--- config.mk ---
export PLATFORM = sky130hd
export DESIGN_NAME = wb_bus_bridge
export DESIGN_NICKNAME = d
export VERILOG_FILES = /design/src/rtl/wb_bus_bridge.sv
export SDC_FILE = /design/constraint.sdc
export NUM_CORES = 1
export LEC_CHECK = 0
export CAP_MARGIN = 0
export CORE_MARGIN = 8
export CORE_UTILIZATION = 30
export CTS_BUF_LIST = sky130_fd_sc_hd__clkbuf_8 sky130_fd_sc_hd__clkbuf_16
export CTS_CLUSTER_SIZE = 12
export DETAILED_ROUTE_END_ITERATION = 10
export HOLD_SLACK_MARGIN = 0.08
export PLACE_DENSITY = 0.72
export SETUP_SLACK_MARGIN = 0.5
export SLEW_MARGIN = 10
export SYNTH_ARGS = -nofsm -noshare
export SYNTH_HDL_FRONTEND = slang
export SYNTH_SLANG_ARGS = --single-unit
--- constraint.sdc ---
create_clock -name clk -period 2 [get_ports clk]
set_clock_uncertainty 0.05 [all_clocks]
set_input_delay 0.4 -clock clk [delete_from_list [all_inputs] [get_ports clk]]
set_output_delay 0.4 -clock clk [all_outputs]
set_load 0.02 [all_outputs]
--- src/rtl/wb_bus_bridge.sv ---
// wb_bus_bridge: single-master Wishbone interconnect with a registered address
// decode. Each master request is latched, routed to exactly one slave strobe,
// and completed with a one-cycle ACK, or with a one-cycle ERR when the address
// decodes to no slave or the slave fails to answer within TIMEOUT cycles.
//
// state   | meaning
// --------+------------------------------------------------------------------
// IDLE    | waiting for m_stb; request latched and decoded on the sample edge
// BUSY    | one slave strobed, waiting for its ACK or for the timer to expire
// RESP    | m_ack visible for this single cycle
// WAITLOW | transfer done; wait for m_stb to drop so a held strobe cannot
//         | re-issue the same transfer
module wb_bus_bridge #(
  parameter int NUM_SLAVES = 5,
  parameter int ADDR_W     = 32,
  parameter int DATA_W     = 32,
  parameter int SEL_LO     = 28,
  parameter int SEL_W      = 4,
  parameter int TIMEOUT    = 255
) (
  input  logic                         clk,
  input  logic                         reset,
  input  logic                         m_stb,
  input  logic                         m_we,
  input  logic [ADDR_W-1:0]            m_addr,
  input  logic [DATA_W-1:0]            m_dat_i,
  output logic [DATA_W-1:0]            m_dat_o,
  output logic                         m_ack,
  output logic                         m_err,
  output logic [NUM_SLAVES-1:0]        s_stb,
  output logic                         s_we,
  output logic [ADDR_W-1:0]            s_addr,
  output logic [DATA_W-1:0]            s_dat_o,
  input  logic [NUM_SLAVES*DATA_W-1:0] s_dat_i,
  input  logic [NUM_SLAVES-1:0]        s_ack
);

  // The timer only ever holds 0..TIMEOUT-1.
  localparam int TW = (TIMEOUT > 1) ? $clog2(TIMEOUT) : 1;

  typedef enum logic [1:0] {IDLE, BUSY, RESP, WAITLOW} state_t;

  state_t                  state_q, state_d;
  logic [NUM_SLAVES-1:0]   s_stb_q, s_stb_d;
  logic                    s_we_q, s_we_d;
  logic [ADDR_W-1:0]       s_addr_q, s_addr_d;
  logic [DATA_W-1:0]       s_dat_q, s_dat_d;
  logic [DATA_W-1:0]       m_dat_q, m_dat_d;
  logic                    m_ack_q, m_ack_d;
  logic                    m_err_q, m_err_d;
  logic [TW-1:0]           timer_q, timer_d;

  logic [SEL_W-1:0]        req_idx;
  logic [NUM_SLAVES-1:0]   dec_stb;
  logic                    req_hit;
  logic                    sel_ack;
  logic [DATA_W-1:0]       sel_dat;

  // Decode the incoming address into a one-hot strobe; an out-of-range index
  // yields all zeros, which is the decode miss.
  always_comb begin
    req_idx = m_addr[SEL_LO +: SEL_W];
    dec_stb = '0;
    for (int k = 0; k < NUM_SLAVES; k++) begin
      dec_stb[k] = (32'(req_idx) == 32'(k));
    end
    req_hit = |dec_stb;
  end

  // The held one-hot strobe doubles as the read-data/ACK mux select, so ACKs
  // from slaves that are not strobed never reach the FSM.
  always_comb begin
    sel_ack = 1'b0;
    sel_dat = '0;
    for (int k = 0; k < NUM_SLAVES; k++) begin
      if (s_stb_q[k]) begin
        sel_ack = sel_ack | s_ack[k];
        sel_dat = sel_dat | s_dat_i[k*DATA_W +: DATA_W];
      end
    end
  end

  // Next-state and output-register logic; everything holds unless changed,
  // and the ACK/ERR pulses default low.
  always_comb begin
    state_d  = state_q;
    s_stb_d  = s_stb_q;
    s_we_d   = s_we_q;
    s_addr_d = s_addr_q;
    s_dat_d  = s_dat_q;
    m_dat_d  = m_dat_q;
    timer_d  = timer_q;
    m_ack_d  = 1'b0;
    m_err_d  = 1'b0;
    case (state_q)
      IDLE: begin
        if (m_stb) begin
          s_we_d   = m_we;
          s_addr_d = m_addr;
          s_dat_d  = m_dat_i;
          timer_d  = '0;
          if (req_hit) begin
            s_stb_d = dec_stb;
            state_d = BUSY;
          end else begin
            m_err_d = 1'b1;
            state_d = WAITLOW;
          end
        end
      end
      BUSY: begin
        if (sel_ack) begin
          m_dat_d = sel_dat;
          s_stb_d = '0;
          m_ack_d = 1'b1;
          state_d = RESP;
        end else if (timer_q == TW'(TIMEOUT - 1)) begin
          s_stb_d = '0;
          m_err_d = 1'b1;
          state_d = WAITLOW;
        end else begin
          timer_d = timer_q + 1'b1;
        end
      end
      RESP: begin
        state_d = WAITLOW;
      end
      WAITLOW: begin
        if (!m_stb) begin
          state_d = IDLE;
        end
      end
      default: begin
        state_d = IDLE;
      end
    endcase
  end

  // State and output registers; reset aborts any transfer without a response.
  always_ff @(posedge clk or negedge reset) begin
    if (!reset) begin
      state_q  <= IDLE;
      s_stb_q  <= '0;
      s_we_q   <= 1'b0;
      s_addr_q <= '0;
      s_dat_q  <= '0;
      m_dat_q  <= '0;
      m_ack_q  <= 1'b0;
      m_err_q  <= 1'b0;
      timer_q  <= '0;
    end else begin
      state_q  <= state_d;
      s_stb_q  <= s_stb_d;
      s_we_q   <= s_we_d;
      s_addr_q <= s_addr_d;
      s_dat_q  <= s_dat_d;
      m_dat_q  <= m_dat_d;
      m_ack_q  <= m_ack_d;
      m_err_q  <= m_err_d;
      timer_q  <= timer_d;
    end
  end

  assign s_stb   = s_stb_q;
  assign s_we    = s_we_q;
  assign s_addr  = s_addr_q;
  assign s_dat_o = s_dat_q;
  assign m_dat_o = m_dat_q;
  assign m_ack   = m_ack_q;
  assign m_err   = m_err_q;

endmodule
=== Word level (Yosys, flattened, before mapping) ===
Cells that the tools add are included.

* Bits in latches: 0
* Register bits: 114
* Output and inout port bits: 104
* RAM bits: 0
* Word-level logic and storage cells: 73
* Input port bits: 233
* Memories: 0
* Memory bits (read-only): 0

* Equality and inequality tests: 14
* Divide/modulo/power cells: 0
* $mul: 0
* $add $sub $neg: 1
* Shift operators: 0
* Reductions and logical operators: 9
* Bitwise gates (word level): 8
* Multiplexer cells: 32
* Magnitude comparators: 0

{| class="wikitable"
|+ Operators by type and width
! cell !! number
|-
| $mux W32 || 5
|-
| $or A32 B32 Y32 || 4
|-
| $mux W8 || 3
|-
| $mux W5 || 4
|-
| $pmux W8 S2 || 1
|-
| $mux W1 || 11
|-
| $mux W2 || 5
|-
| $ne A2 B2 Y1 const B || 5
|-
| $pmux W5 S2 || 1
|-
| $add A8 B1 Y8 const B || 1
|-
| $eq A4 B2 Y1 const B || 2
|-
| $eq A8 B8 Y1 const B || 1
|-
| $pmux W2 S4 || 1
|-
| $reduce_and A4 Y1 || 2
|-
| $reduce_or A5 Y1 || 1
|-
| $eq A2 B2 Y1 const B || 2
|-
| $eq A4 B1 Y1 const B || 1
|-
| $eq A4 B3 Y1 const B || 1
|-
| $logic_not A4 Y1 || 1
|-
| $or A1 B1 Y1 || 4
|-
| $reduce_and A2 Y1 || 2
|-
| $ne A3 B3 Y1 const B || 1
|-
| $reduce_and A3 Y1 || 1
|-
| $eq A2 B1 Y1 const B || 1
|-
| other kinds (3) || 3
|}

=== Longest topological paths before layout ===
* Word-level depth: 11
* Depth in mapped cells: 8

=== Worst setup path after synthesis ===
OpenSTA, ideal clock, no wires.

* Kind: reg2reg
* Start point: register state_q[0]
* End point: register s_addr_q[0], in the netlist s_addr[0]
* Path slack: -0.099 ns
* Stages on the path, launching flop included: 8
* Arrival: 1.924 ns
* Period minus slack after synthesis: 2.099 ns
* Cells stage by stage: dfrtp_1 -> inv_1 -> ha_1 -> clkbuf_1 -> nand2_1 -> clkbuf_1 -> clkbuf_1 -> mux2_2

* Word-level cells in the longest chain between the ends: 2

{| class="wikitable"
|+ Ends and longest elaborated chain
! what !! RTL line !! text
|-
| from (decl) || 43 || <nowiki>state_t state_q, state_d;</nowiki>
|-
| from (signal assigned) || 152 || <nowiki>state_q <= state_d;</nowiki>
|-
| $logic_not A2 Y1 || 95 || <nowiki>case (state_q)</nowiki>
|-
| $reduce_and A2 Y1 (no source line) || - ||
|-
| to (signal assigned) || 155 || <nowiki>s_addr_q <= s_addr_d;</nowiki>
|-
| to (decl) || 46 || <nowiki>logic [ADDR_W-1:0] s_addr_q, s_addr_d;</nowiki>
|}

Every way passes these cells.
A chain may end at the register's enable or synchronous reset.

=== Worst setup path in the final report ===
* Start point: input port s_ack[0]
* End point: register m_dat_q[11], in the netlist m_dat_o[11]

* Word-level cells in the longest chain between the ends: 10

{| class="wikitable"
|+ Ends and longest elaborated chain
! what !! RTL line !! text
|-
| from (decl) || 35 || <nowiki>input logic [NUM_SLAVES-1:0] s_ack</nowiki>
|-
| $mux W1 * || 76 || <nowiki>if (s_stb_q[k]) begin</nowiki>
|-
| $or A1 B1 Y1 || 77 || <nowiki>sel_ack = sel_ack | s_ack[k];</nowiki>
|-
| $mux W1 * || 76 ||
|-
| $or A1 B1 Y1 || 77 ||
|-
| $mux W1 * || 76 ||
|-
| $or A1 B1 Y1 || 77 ||
|-
| $mux W1 * || 76 ||
|-
| $or A1 B1 Y1 || 77 ||
|-
| $mux W1 * || 76 ||
|-
| $reduce_and A2 Y1 (no source line) * || - ||
|-
| to (signal assigned) || 157 || <nowiki>m_dat_q <= m_dat_d;</nowiki>
|-
| to (decl) || 48 || <nowiki>logic [DATA_W-1:0] m_dat_q, m_dat_d;</nowiki>
|}

Mark *: on every way between the ends. The rest lies on a longest branch, timed or not.

==> reports/metrics.cfg <==
[layout]
area_delta_synth_final_pct=94.45
drive_gt1_share_pct=35.65
nNetsFinal=1044
antenna-diode-count=0
nFillCells=1372
post-route-util_pct=58.80

[floorplan]
die_area_um2=21580
dieWidth_um=146.9
chipHeight_um=146.9
core_area_um2=17000
io_pins=337
start_util_pct=30.24
rows=48

[power_and_ir_drop]
clkPwrFrac_pct=20.7
total_leakage_power_nw=4.448
internal_power_w=0.009322
p_sw_share_pct=38.96
powerDensity_nw_per_um2=1528
pwr-share-comb_pct=52.2
vdd_drop_max_mv=1.167
p_seq_share_pct=27.0
switching_power_w=0.005951

[flow_run]
max-cap-violations=0

[sta]
rsz0062_at_grt=yes
slew_headroom_pct=63.44
fmax_mhz=497.2
finalSetupTns_ns=-0.04049
setup_slack_ns=-0.01133
holdWs_ns=0.4046
layout_min_cycle_time_ns=2.011
drv_slew=0
worst_pin_slew_ns=0.5464
setup_violations=7
fin_crit_sh_pct=100.6
finalHoldViolCount=0

[clocking]
cts-root-buf=clkbuf_16
clk_pin_slew_worst_paths_ns=0.06
cts_tree=done
cts.sinks=114
cts_buffers=17
cts_htree_levels=4
clock_latency_ns=0.41
clk_path_buf_depth=2

[global_routing]
overflow=0
antenna_found_initial=0
grt_max_degree=66
grt_first_pass_wirelength_um=35200
grt_usage_pct=20.94
grt_pass1_vias=5893

[routing]
drc_errors=0
ant_nets=0
first_pass_iters=8
vias=5463
drt_iter0_markers=488
wirelength_um=24010
routedWlPerCell_um=22.99
viasPerCell=5.233

[yosys]
ys_seq_area_share_pct=55.50
synthFlopType=dfrtp_1
netlist_area_um2=5140
yosysUniqueCellTypes=31
post_synth.cell_area_avg_um2=11.98
async_flop_share_pct=100.0
synth_edf_count=0
synth_nets=667
syn_inst=429
yosysWarningCount=0
ys_ff_latch=114

[worst_setup_path]
rrSetupSlack_ns=-0.01
worstPathCellList=clkdlybuf4s50_1 -> a222oi_1 -> buf_4 -> nand2_4 -> buf_4 -> and2_2 -> clkbuf_16 -> nor2_1 -> a31oi_1
critPathCaptureType=flop
crit_top_cell=buf_4
worstPathArrival_ns=2.24
start_kind=primary input
rr_endpoint=m_dat_o[11]$_DFFE_PN0P_
cpMaxStageDelayCell=clkdlybuf4s50_1
path_delay_family=buffers and inverters
path_class=in -> reg
cp_max_fo=16
r2r_cells=8
cp.required_ns=2.23
r2r_start=s_stb[1]$_DFFE_PN0P_
cpPeakStageDelay_ns=0.40
critPathBufInv=4

[worst_hold_path]
min_path_type=in -> async

[status]
status=complete, but fails checks
violations=negative setup slack

[placed_design]
dp_hpwl_um=17060
gp_congestion=0.8871
io_buffers=336

[timing repair]
action | CTS | global route
gates cloned | 10 | 3
resized for setup | 501 | 15
hold buffers | 1 | 0
endpoints found under the setup margin | 218 | 119
endpoints found under the hold margin | 26 | 0
setup buffers | 14 | 3
pin swaps | 13 | 2
[metal layers]
layer / global-route usage, % / vias up / routed length [µm]
met5: 0 / - / 0
met3: 6.490 / 43 / 1851
met1: 22.25 / 2697 / 8740
li1: - / 2441 / -
met4: 8.516 / 0 / 666
met2: 37.83 / 282 / 12750
[worst max-delay path by stage]
stage                               to  cells after the start                  from
4_1_cts         timer_q[5]$_DFFE_PN0P_                      6  s_stb[0]$_DFFE_PN0P_
3_5_place_dp    timer_q[5]$_DFFE_PN0P_                      7              s_ack[0]
6_report       m_dat_o[11]$_DFFE_PN0P_                      9              s_ack[0]
2_1_floorplan   timer_q[5]$_DFFE_PN0P_                      6  s_stb[0]$_DFFE_PN0P_
3_3_place_gp    timer_q[5]$_DFFE_PN0P_                      7              s_ack[0]
5_1_grt         timer_q[7]$_DFFE_PN0P_                      7  s_stb[1]$_DFFE_PN0P_
[power by group through the flow]
| stage | Sequential (W) | Clock, W | Combinational, W |
|---|---|---|---|
| CTS | 0.00411 | 0.00322 | 0.00777 |
| floorplan | 0.00532 | 0 | 0.00295 |
| detailed placement | 0.00411 | 0 | 0.00766 |
| finish | 0.00412 | 0.00317 | 0.00798 |
| global placement | 0.00404 | 0 | 0.00749 |
| global route | 0.00425 | 0.00333 | 0.00846 |
[worst register-to-register path: stages, from the launching register on]
cell and delay (ns):
dfrtp_2 0.41, a222oi_1 0.37, buf_4 0.19, nand2_4 0.05
buf_4 0.14, and2_2 0.27, clkbuf_16 0.23, nor2_1 0.10
a31oi_1 0.05
[placed cells by master, fill, tap and decap left out, types with 3 or more instances in the layout]
master           Yosys  layout
clkdlybuf4s50_1      0     231
dfrtp_1            114     112
buf_2                2     100
mux2_4               0      65
a222oi_1            33      33
a22oi_1             33      33
a31oi_1             32      31
nor2_1              40      29
buf_4                0      24
clkbuf_16            0      19
nand2_1             16      14
buf_6                3      14
nor2_4               0       9
buf_16               0       9
buf_12               0       8
o21ai_0             12       5
o21ai_1              0       5
clkinv_4             0       5
nand4_1              4       4
nand3_1              4       4
o31ai_1              5       4
ha_1                 5       4
inv_1                5       3
a21oi_2              0       3
bufinv_16            0       3
inv_6                0       3
buf_8                0       3
[synth_stat cells (2+ instances only)]
| cell type | instances | area share [%] |
|---|---|---|
| a222oi_1 | 33 | 6.4 |
| a31oi_1 | 32 | 3.9 |
| buf_6 | 3 | 0.66 |
| or3_1 | 3 | 0.37 |
| buf_1 | 3 | 0.22 |
| dfrtp_1 | 114 | 56 |
| clkbuf_1 | 29 | 2.1 |
| o31ai_1 | 5 | 0.73 |
| a22oi_1 | 33 | 4.8 |
| mux2_2 | 67 | 15 |
| or4_1 | 2 | 0.29 |
| a21oi_1 | 5 | 0.49 |
| nor2_1 | 40 | 2.9 |
| nand2_1 | 16 | 1.2 |
| inv_1 | 5 | 0.37 |
| nand4_1 | 4 | 0.49 |
| o21a_1 | 2 | 0.29 |
| ha_1 | 5 | 1.2 |
| buf_2 | 2 | 0.19 |
| nand3_1 | 4 | 0.39 |
| o21ai_0 | 12 | 1.2 |
[sequential cells by signal (all words and copies together), names as in the netlist]
| register | flops |
|---|---|
| state_q | 2 |
| m_dat_o | 32 |
| m_err | 1 |
| m_ack | 1 |
| s_we | 1 |
| timer_q | 8 |
| s_stb | 5 |
| s_addr | 32 |
| s_dat_o | 32 |
[through the flow]
step / area, µm² / total power, W / cells / setup slack (ns)
3_3_place_gp: 9044 / 0.01153 / 981 / -0.4737
2_1_floorplan: 5459 / 0.008267 / 429 / 0.04622
4_1_cts: 9847 / 0.01510 / 1038 / -0.01913
5_1_grt: 9995 / 0.01604 / 1044 / -0.1152
3_5_place_dp: 9044 / 0.01177 / 981 / -0.4767
6_report: 9995 / 0.01527 / 1044 / -0.01133
[kinds of logic (layout without fill, tap and decap cells)]
logic type	after synthesis	after routing	synth area share, %
simple gates	73	74	6.110
flops	114	114	55.50
xor+xnor	1	1	0.1704
mux	68	68	14.87
buf+inv	42	430	3.554
fa+ha+maj	5	5	1.217
compound gates	126	127	18.57
[final cells by class]
class                      count  area, µm²  area share (%)
timing repair buffer         393       3672           36.74
sequential                   114       2855           28.57
multi-input combinational    275       2550           25.51
clock buffer                  18      439.2           4.394
tap                          225      281.5           2.817
clock inverter                14      177.7           1.778
inverter                       5      18.77          0.1878
Note: power is estimated with default switching activity, not from simulation.
